$ cat config.mk
export PLATFORM = sky130hd
export DESIGN_NAME = boot_ctrl
export DESIGN_NICKNAME = d
export VERILOG_FILES = /design/src/rtl/boot_pkg.sv /design/src/rtl/boot_counter.sv /design/src/rtl/boot_ctrl.sv
export SDC_FILE = /design/constraint.sdc
export NUM_CORES = 1
export LEC_CHECK = 0
export CORE_MARGIN = 2
export CORE_UTILIZATION = 50
export DETAILED_ROUTE_END_ITERATION = 6
export DONT_BUFFER_PORTS = 1
export GPL_ROUTABILITY_DRIVEN = 1
export PLACE_DENSITY_LB_ADDON = 0.1
export SYNTH_ARGS = -nofsm -noshare
export SYNTH_HDL_FRONTEND = slang
export SYNTH_SLANG_ARGS = --single-unit
export TNS_END_PERCENT = 30
$ cat constraint.sdc
create_clock -name clk -period 1.83 [get_ports clk]
set_input_delay 0.0915 -clock clk [delete_from_list [all_inputs] [get_ports clk]]
set_output_delay 0.0915 -clock clk [all_outputs]
set_load 0.1 [all_outputs]
$ cat src/rtl/boot_pkg.sv
// Shared definitions for the boot/PC-reload controller: state encoding,
// counter width, parameter defaults and an address alignment helper.
package boot_pkg;

    typedef enum logic [1:0] {
        BOOT  = 2'd0,
        LOAD  = 2'd1,
        DRAIN = 2'd2,
        IDLE  = 2'd3
    } bootState_e;

    localparam int unsigned CNT_W            = 8;
    localparam int unsigned HOLD_CYCLES_DEF  = 1;
    localparam int unsigned DRAIN_CYCLES_DEF = 4;
    localparam logic [31:0] RESET_ADDR_DEF   = 32'h0000_0000;

    function automatic logic isAligned(input logic [1:0] lowBits);
        return lowBits == 2'b00;
    endfunction

endpackage

$ cat src/rtl/boot_counter.sv
// Loadable 8-bit down-counter with zero flag; saturates at 0.
// Ports: clk, rst (sync, high), load, loadValue -> zero.
module boot_counter
    import boot_pkg::*;
#(
    parameter logic [CNT_W-1:0] RESET_VALUE = '0
) (
    input  logic             clk,
    input  logic             rst,
    input  logic             load,
    input  logic [CNT_W-1:0] loadValue,
    output logic             zero
);

    logic [CNT_W-1:0] count;

    always_ff @(posedge clk) begin
        if (rst) begin
            count <= RESET_VALUE;
        end else if (load) begin
            count <= loadValue;
        end else if (count != '0) begin
            count <= count - 1'b1;
        end
    end

    assign zero = (count == '0);

endmodule

$ cat src/rtl/boot_ctrl.sv
// Boot / PC-reload controller: drives pcSelect/startAddress into the pipeline.
// Ports: clk, rst, req_valid/req_addr/req_ready, pcSelect, startAddress,
//        busy, load_done, addr_err.
module boot_ctrl
    import boot_pkg::*;
#(
    parameter int unsigned HOLD_CYCLES  = HOLD_CYCLES_DEF,
    parameter int unsigned DRAIN_CYCLES = DRAIN_CYCLES_DEF,
    parameter logic [31:0] RESET_ADDR   = RESET_ADDR_DEF
) (
    input  logic        clk,
    input  logic        rst,
    input  logic        req_valid,
    input  logic [31:0] req_addr,
    output logic        req_ready,
    output logic        pcSelect,
    output logic [31:0] startAddress,
    output logic        busy,
    output logic        load_done,
    output logic        addr_err
);

    // Counter holds "remaining cycles - 1", so zero marks the last cycle.
    localparam logic [CNT_W-1:0] HOLD_INIT = CNT_W'(HOLD_CYCLES - 1);
    localparam logic [CNT_W-1:0] DRAIN_INIT =
        (DRAIN_CYCLES == 0) ? '0 : CNT_W'(DRAIN_CYCLES - 1);

    bootState_e       state;
    bootState_e       nextState;
    logic             cntLoad;
    logic             cntZero;
    logic [CNT_W-1:0] cntInit;
    logic             accept;
    logic             loadDoneNext;
    logic             addrErrNext;

    boot_counter #(
        .RESET_VALUE(HOLD_INIT)
    ) uCounter (
        .clk      (clk),
        .rst      (rst),
        .load     (cntLoad),
        .loadValue(cntInit),
        .zero     (cntZero)
    );

    always_ff @(posedge clk) begin
        if (rst) begin
            state        <= BOOT;
            startAddress <= RESET_ADDR;
            load_done    <= 1'b0;
            addr_err     <= 1'b0;
        end else begin
            state     <= nextState;
            load_done <= loadDoneNext;
            addr_err  <= addrErrNext;
            if (accept) begin
                startAddress <= req_addr;
            end
        end
    end

    always_comb begin
        nextState    = state;
        accept       = 1'b0;
        loadDoneNext = 1'b0;
        addrErrNext  = 1'b0;
        unique case (state)
            BOOT, LOAD: begin
                if (cntZero) begin
                    nextState    = (DRAIN_CYCLES == 0) ? IDLE : DRAIN;
                    loadDoneNext = 1'b1;
                end
            end
            DRAIN: begin
                if (cntZero) begin
                    nextState = IDLE;
                end
            end
            IDLE: begin
                // Misaligned requests are consumed here and only flagged.
                if (req_valid) begin
                    if (isAligned(req_addr[1:0])) begin
                        accept    = 1'b1;
                        nextState = LOAD;
                    end else begin
                        addrErrNext = 1'b1;
                    end
                end
            end
            default: nextState = BOOT;
        endcase
    end

    // Reload the counter on every state entry.
    always_comb begin
        cntLoad = (nextState != state);
        cntInit = '0;
        unique case (nextState)
            BOOT, LOAD: cntInit = HOLD_INIT;
            DRAIN:      cntInit = DRAIN_INIT;
            IDLE:       cntInit = '0;
            default:    cntInit = '0;
        endcase
    end

    assign pcSelect  = (state == BOOT) || (state == LOAD);
    assign req_ready = (state == IDLE);
    assign busy      = (state != IDLE);

endmodule

======== Word level (Yosys, flattened, before mapping) ========
Index checks and enable logic that the tools add are counted.
storage, ports and cells
  register bits after elaboration ......... 44
  logic and storage cells ................. 41
operators by class
  $add $sub $neg .......................... 1
  equality and inequality tests ........... 8
  muxes and demuxes ....................... 13
  bitwise logic cells ..................... 3
  reductions and logical operators ........ 11
operators with widths
  cell                 number
  $mux 8               2
  $pmux 8 s2           1
  $eq 2x2->1 const B   4
  $logic_not 8->1      1
  $mux 2               4
  $reduce_bool 8->1    1
  $sub 8x1->8 const B  1
  $logic_not 2->1      3
  $pmux 2 s3           1
  $reduce_or 3->1      2
  $mux 1               5
  $eq 2x1->1 const B   2
  $reduce_or 2->1      2
  $not 1->1            3
  $ne 2x2->1           1
  $ne 2x2->1 const B   1
  $reduce_bool 2->1    1
  $logic_or 1x1->1     1

======== Longest topological paths before layout ========
  depth in word-level cells ............... 8
  depth in mapped cells ................... 7
  gate-level depth less buffers ........... 6

======== Cells and area by module ========
Synthesis repeated with hierarchy kept, for this count alone.
second synthesis, totals
  cell total of the unflattened synthesis .. 208
  area, all modules ....................... 2053.2 sq um
modules (own cells, without submodules)
  module        times used  cells an instance  area an instance (sq um)
  boot_ctrl     1           155                1577.8
  boot_counter  1           53                 475.5

======== Least setup slack after synthesis ========
No wires, ideal clock.
  path type ............................... reg-to-reg
  start point ............................. reg state[0]
  end point ............................... reg uCounter.count[7]
  library setup time ...................... 0.132 ns
  data arrival time ....................... 3.157 ns
  required time ........................... 1.698 ns
  slack ................................... -1.459 ns
  stages on the path, launching flop included .. 7
  period minus slack after synthesis ...... 3.289 ns
  path through ............................ dfxtp_1 -> and2_1 -> clkbuf_1 -> inv_1 -> nor4_1 -> or3_1 -> a21oi_2
between the ends
  elaborated cells on any way between the ends .. 13
  classes of those cells .................. eq/ne: 4; mux: 6; reduce/logical: 3
RTL lines
  item                                                RTL line            source
  from (decl)                                         boot_ctrl.sv:28     bootState_e state;
  from (signal assigned)                              boot_ctrl.sv:54     state <= nextState;
  $eq 2x2->1 *                                        -
  named net req_ready                                 boot_ctrl.sv:15     output logic req_ready,
  $pmux 2 s3 *                                        boot_ctrl.sv:68     unique case (state)
  $ne 2x2->1 *                                        boot_ctrl.sv:97     cntLoad = (nextState != state);
  $mux 8 / $reduce_bool 2->1 (equally long branches)  -
  to (signal assigned)                                boot_counter.sv:21  count <= loadValue;
  to (signal assigned)                                boot_counter.sv:23  count <= count - 1'b1;
  to (decl)                                           boot_counter.sv:15  logic [CNT_W-1:0] count;
Mark *: on every way through the listed nets, which the timed path passes. The rest lies on a longest branch.
A chain may end at the register's enable or synchronous reset.

======== Worst setup path after layout ========
  start point ............................. reg uCounter.count[2]
  end point ............................... reg uCounter.count[7]
between the ends
  cells in the longest elaborated chain, start to end .. 5
  elaborated cells on any way between the ends .. 10
  classes of those cells .................. add/sub: 1; eq/ne: 1; mux: 5; reduce/logical: 3
ends and longest elaborated chain
  item                                                RTL line                          source
  $logic_not 8->1                                     boot_counter.sv:27                assign zero = (count == '0);
  $mux 2, on equally long branches                    boot_ctrl.sv:76, boot_ctrl.sv:70
  $pmux 2 s3                                          boot_ctrl.sv:68
  $ne 2x2->1                                          boot_ctrl.sv:97
  $mux 8 / $reduce_bool 2->1 (equally long branches)  -
Several ways; a longest one is shown, not always the timed one. The select of a mux whose other input is x is not followed.

==> metrics.md <==
| Metric | Value |
|---|---|
| Commonest non-fill, non-tap cells in the layout | nand2_1 (68), buf_4 (49), dfxtp_1 (39) |
| Gr usage total | 25.62% |
| Crit Path Class | flop to flop |
| Leak pwr | 1.012 nW |
| CP delay by family, top | simple AND/OR/NAND/NOR gates |
| Placed insts | 281 |
| TNS Setup | 0 ps |
| Syn. warnings | 0 |
| Crit-path most repeated cell | or4_4 |
| Worst Hold Launch | req_valid |
| Hold EP | uCounter.count[0] |
| Fin crit share | 99.80% |
| Dpl ws | -71.97 ps |
| Register area share after synthesis | 53.86% |
| Max Slew Vio Count | 0 |
| Root buf cell | clkbuf_4 |
| Total number of H-tree levels | 2 |
| Number of global-route vias before repair | 1,629 |
| RSZ-0062 raised after global routing | true |
| Worst Path Arrival | 2130 ps |
| Number of port buffers | 0 |
| Max-cap violations | 0 |
| Worst r2r path cells | 4 |
| Hold path cells | 5 |
| Post-synthesis xor/xnor area fraction | 0.5356% |
| Synthesized area | 0.001635 sq mm |
| Antenna violations before repair | 0 |
| Placed wire-length estimate | 2891 um |
| Total number of vias | 1,685 |
| Fmax achieved | 0.5475 GHz |
| Delay of the slowest cell on the worst path | 530 ps |
| Mux cell area share after synthesis | 0% |
| Fin util | 81.38% |
| Fill cells | 190 |
| Most area-consuming cells after synthesis | dfxtp_1 (54%), nand2_1 (16%), a21oi_1 (11%), clkbuf_1 (2.5%), and2_1 (1.5%) |
| R2R Path End | uCounter.count[7] |
| TritonCTS clock tree | built |
| Cell accounting for the most synthesized area | dfxtp_1 |
| Crit path from | uCounter.count[2] |
| Die ar. | 0.003744 sq mm |
| DR vias/cell | 5.153 |
| Core area | 0.003078 sq mm |
| Final setup vio count | 0 |
| Clock sink count | 44 |
| Worst Path Buf+Inv | 0 |
| Final hold vios | 0 |
| Critical path's slowest cell | or4_4 |
| Simple-gate portion of the synthesized area | 25.40% |
| Adder-Cell Fraction of Synth Area | 1.530% |
| Worst-path fanout max | 2 |
| Final GP Congestion | 0.7350 |
| Worst slew margin | 19.29% |
| Compound-cell area share of the yosys netlist | 15.00% |
| PwrDens | 1141 mW/mm^2 |
| Setup crit start kind | flop |
| Crit. End Element | flop |
| Largest net degree at the start of global routing | 36 |
| Largest family of logic cells by synthesized area | simple AND/OR/NAND/NOR gates |
| R2R setup slack | 4 ps |
| Largest vdd supply drop | 888.8 uV |
| Final worst path period need | 1826 ps |
| Io pins | 72 |
| Routed wire per std cell | 13.94 um |
| Worst Max-Slew Pin Slew | 1211 ps |
| Clock-pin slew of the registers on the worst-case setup and hold paths | 130 ps |
| Residual DRC | 0 |
| Antenna diodes | 0 |
| Final Power | 2.858 mW |
| CTS Buf Count | 5 |
| Synthesized net count | 240 |
| Critical Path RT | 2130 ps |
| Min-delay worst type | primary input to flop |
| Row count | 20 |
| Die width | 61.19 um |
| Syn_area_per_cell | 8.056 sq um |
| Initial core utilization | 53.13% |
| Post-Synthesis Cells | 203 |
| Final WL | 4557 um |
| Synth top area share | 53.86% |
| Setup ws final | 3.638 ps |
| DRT Pass-1 Iters | 6 |
| Final ANT Viol Nets | 0 |
| Critical Path, Cell by Cell | or4_4 -> or4_4 -> or3_4 -> a21oi_2 |
| Non-Filler Instances | 327 |
| Yosys cell types | 29 |
| Worst skew pair latency | 350 ps |
| Status | finished, final reports clean |
| Final Skew | 8.505 ps |
| First-pass GRT wire length | 7024 um |
| Ratio of cells with drive above 1 in the final layout | 27.21% |
| Final net count | 319 |
| Clock Path Buffers | 2 |
| Most common cell after layout, fill and taps aside | nand2_1 |
| Syn-to-layout area delta | 53.18% |
| 1st-iter DRT viols | 68 |
| Overflow after GRT | 0 |
| Die height | 61.19 um |
| Reg-to-reg startpoint | uCounter.count[2] |
| Yosys reg bits | 44 |
layout make-up:
cell class / instances / area [sq um] / share of cell area, %
clock buffer: 6 / 41.29 / 1.648
clock inverter: 2 / 35.03 / 1.399
inverter: 4 / 18.77 / 0.7493
multi-input combinational: 143 / 743.2 / 29.67
sequential: 44 / 889.6 / 35.51
tap: 44 / 55.05 / 2.198
timing repair buffer: 84 / 721.9 / 28.82
cell families after synthesis:
| kind of cell | after synthesis |
|---|---|
| xor+xnor | 1 |
| flops | 44 |
| fa+ha+maj | 2 |
| compound gates | 45 |
| buf+inv | 16 |
| simple gates | 95 |
per-layer routing:
| metal | vias to the layer above | GRT usage, % | routed length, um |
|---|---|---|---|
| li1 | 826 | - | - |
| met1 | 795 | 26.15 | 1746 |
| met2 | 59 | 48.78 | 2467 |
| met3 | 5 | 7.983 | 293 |
| met4 | 0 | 8.696 | 50 |
| met5 | - | 0 | 0 |
power by group:
part           leakage (nW)  switching [mW]  internal, mW
Sequential            0.358          0.0934          1.07
Combinational         0.611           0.583         0.520
Clock                0.0422           0.304         0.287
sequential cells by signal, summed over array words and instances, names as in the netlist:
| name | cells |
|---|---|
| state | 2 |
| addr_err | 1 |
| startAddress | 32 |
| uCounter.count | 8 |
| load_done | 1 |
per-stage QoR:
stage	hold WS (ps)	area, sq um
finish	321.6	2505
detailed placement	165.1	2014
CTS	290.1	2464
floorplan	209.8	1680
global route	335.7	2505
global placement	161.1	2014
worst max-delay path by stage:
stage                        endpoint  slack (ps)  cells past startpoint
floorplan           uCounter.count[7]         -80                      6
global placement    uCounter.count[7]          50                      4
detailed placement  uCounter.count[3]         -70                      7
CTS                 uCounter.count[2]          20                      5
global route        uCounter.count[7]         -40                      4
finish              uCounter.count[7]           4                      4
synthesized netlist by cell type, drive strengths merged:
master and count:
a21oi 37, xor2 1, ha 2, or4 2, nor3 5, and3 1
a21o 1, or3b 1, inv 4, buf 1, a21boi 1, or3 5
nand3 1, and2 4, dfxtp 44, nor3b 1, o311ai 1, o21bai 1
nor4 1, a221oi 1, nor2 5, o21ai 3, clkbuf 11, or2 1
nand2 68
what timing repair did:
action,4_1_cts,5_1_grt
pin swaps,2,2
setup buffers,2,2
hold buffers,34,0
hold endpoints to repair,39,0
resized for setup,7,7
setup endpoints to repair,7,12
worst min-delay path, stage by stage:
cell and delay, ps:
nor3b_1 170, buf_4 180, nand2_1 50, o21ai_0 90
a221oi_2 70
Note: power is estimated with default switching activity, not from simulation.
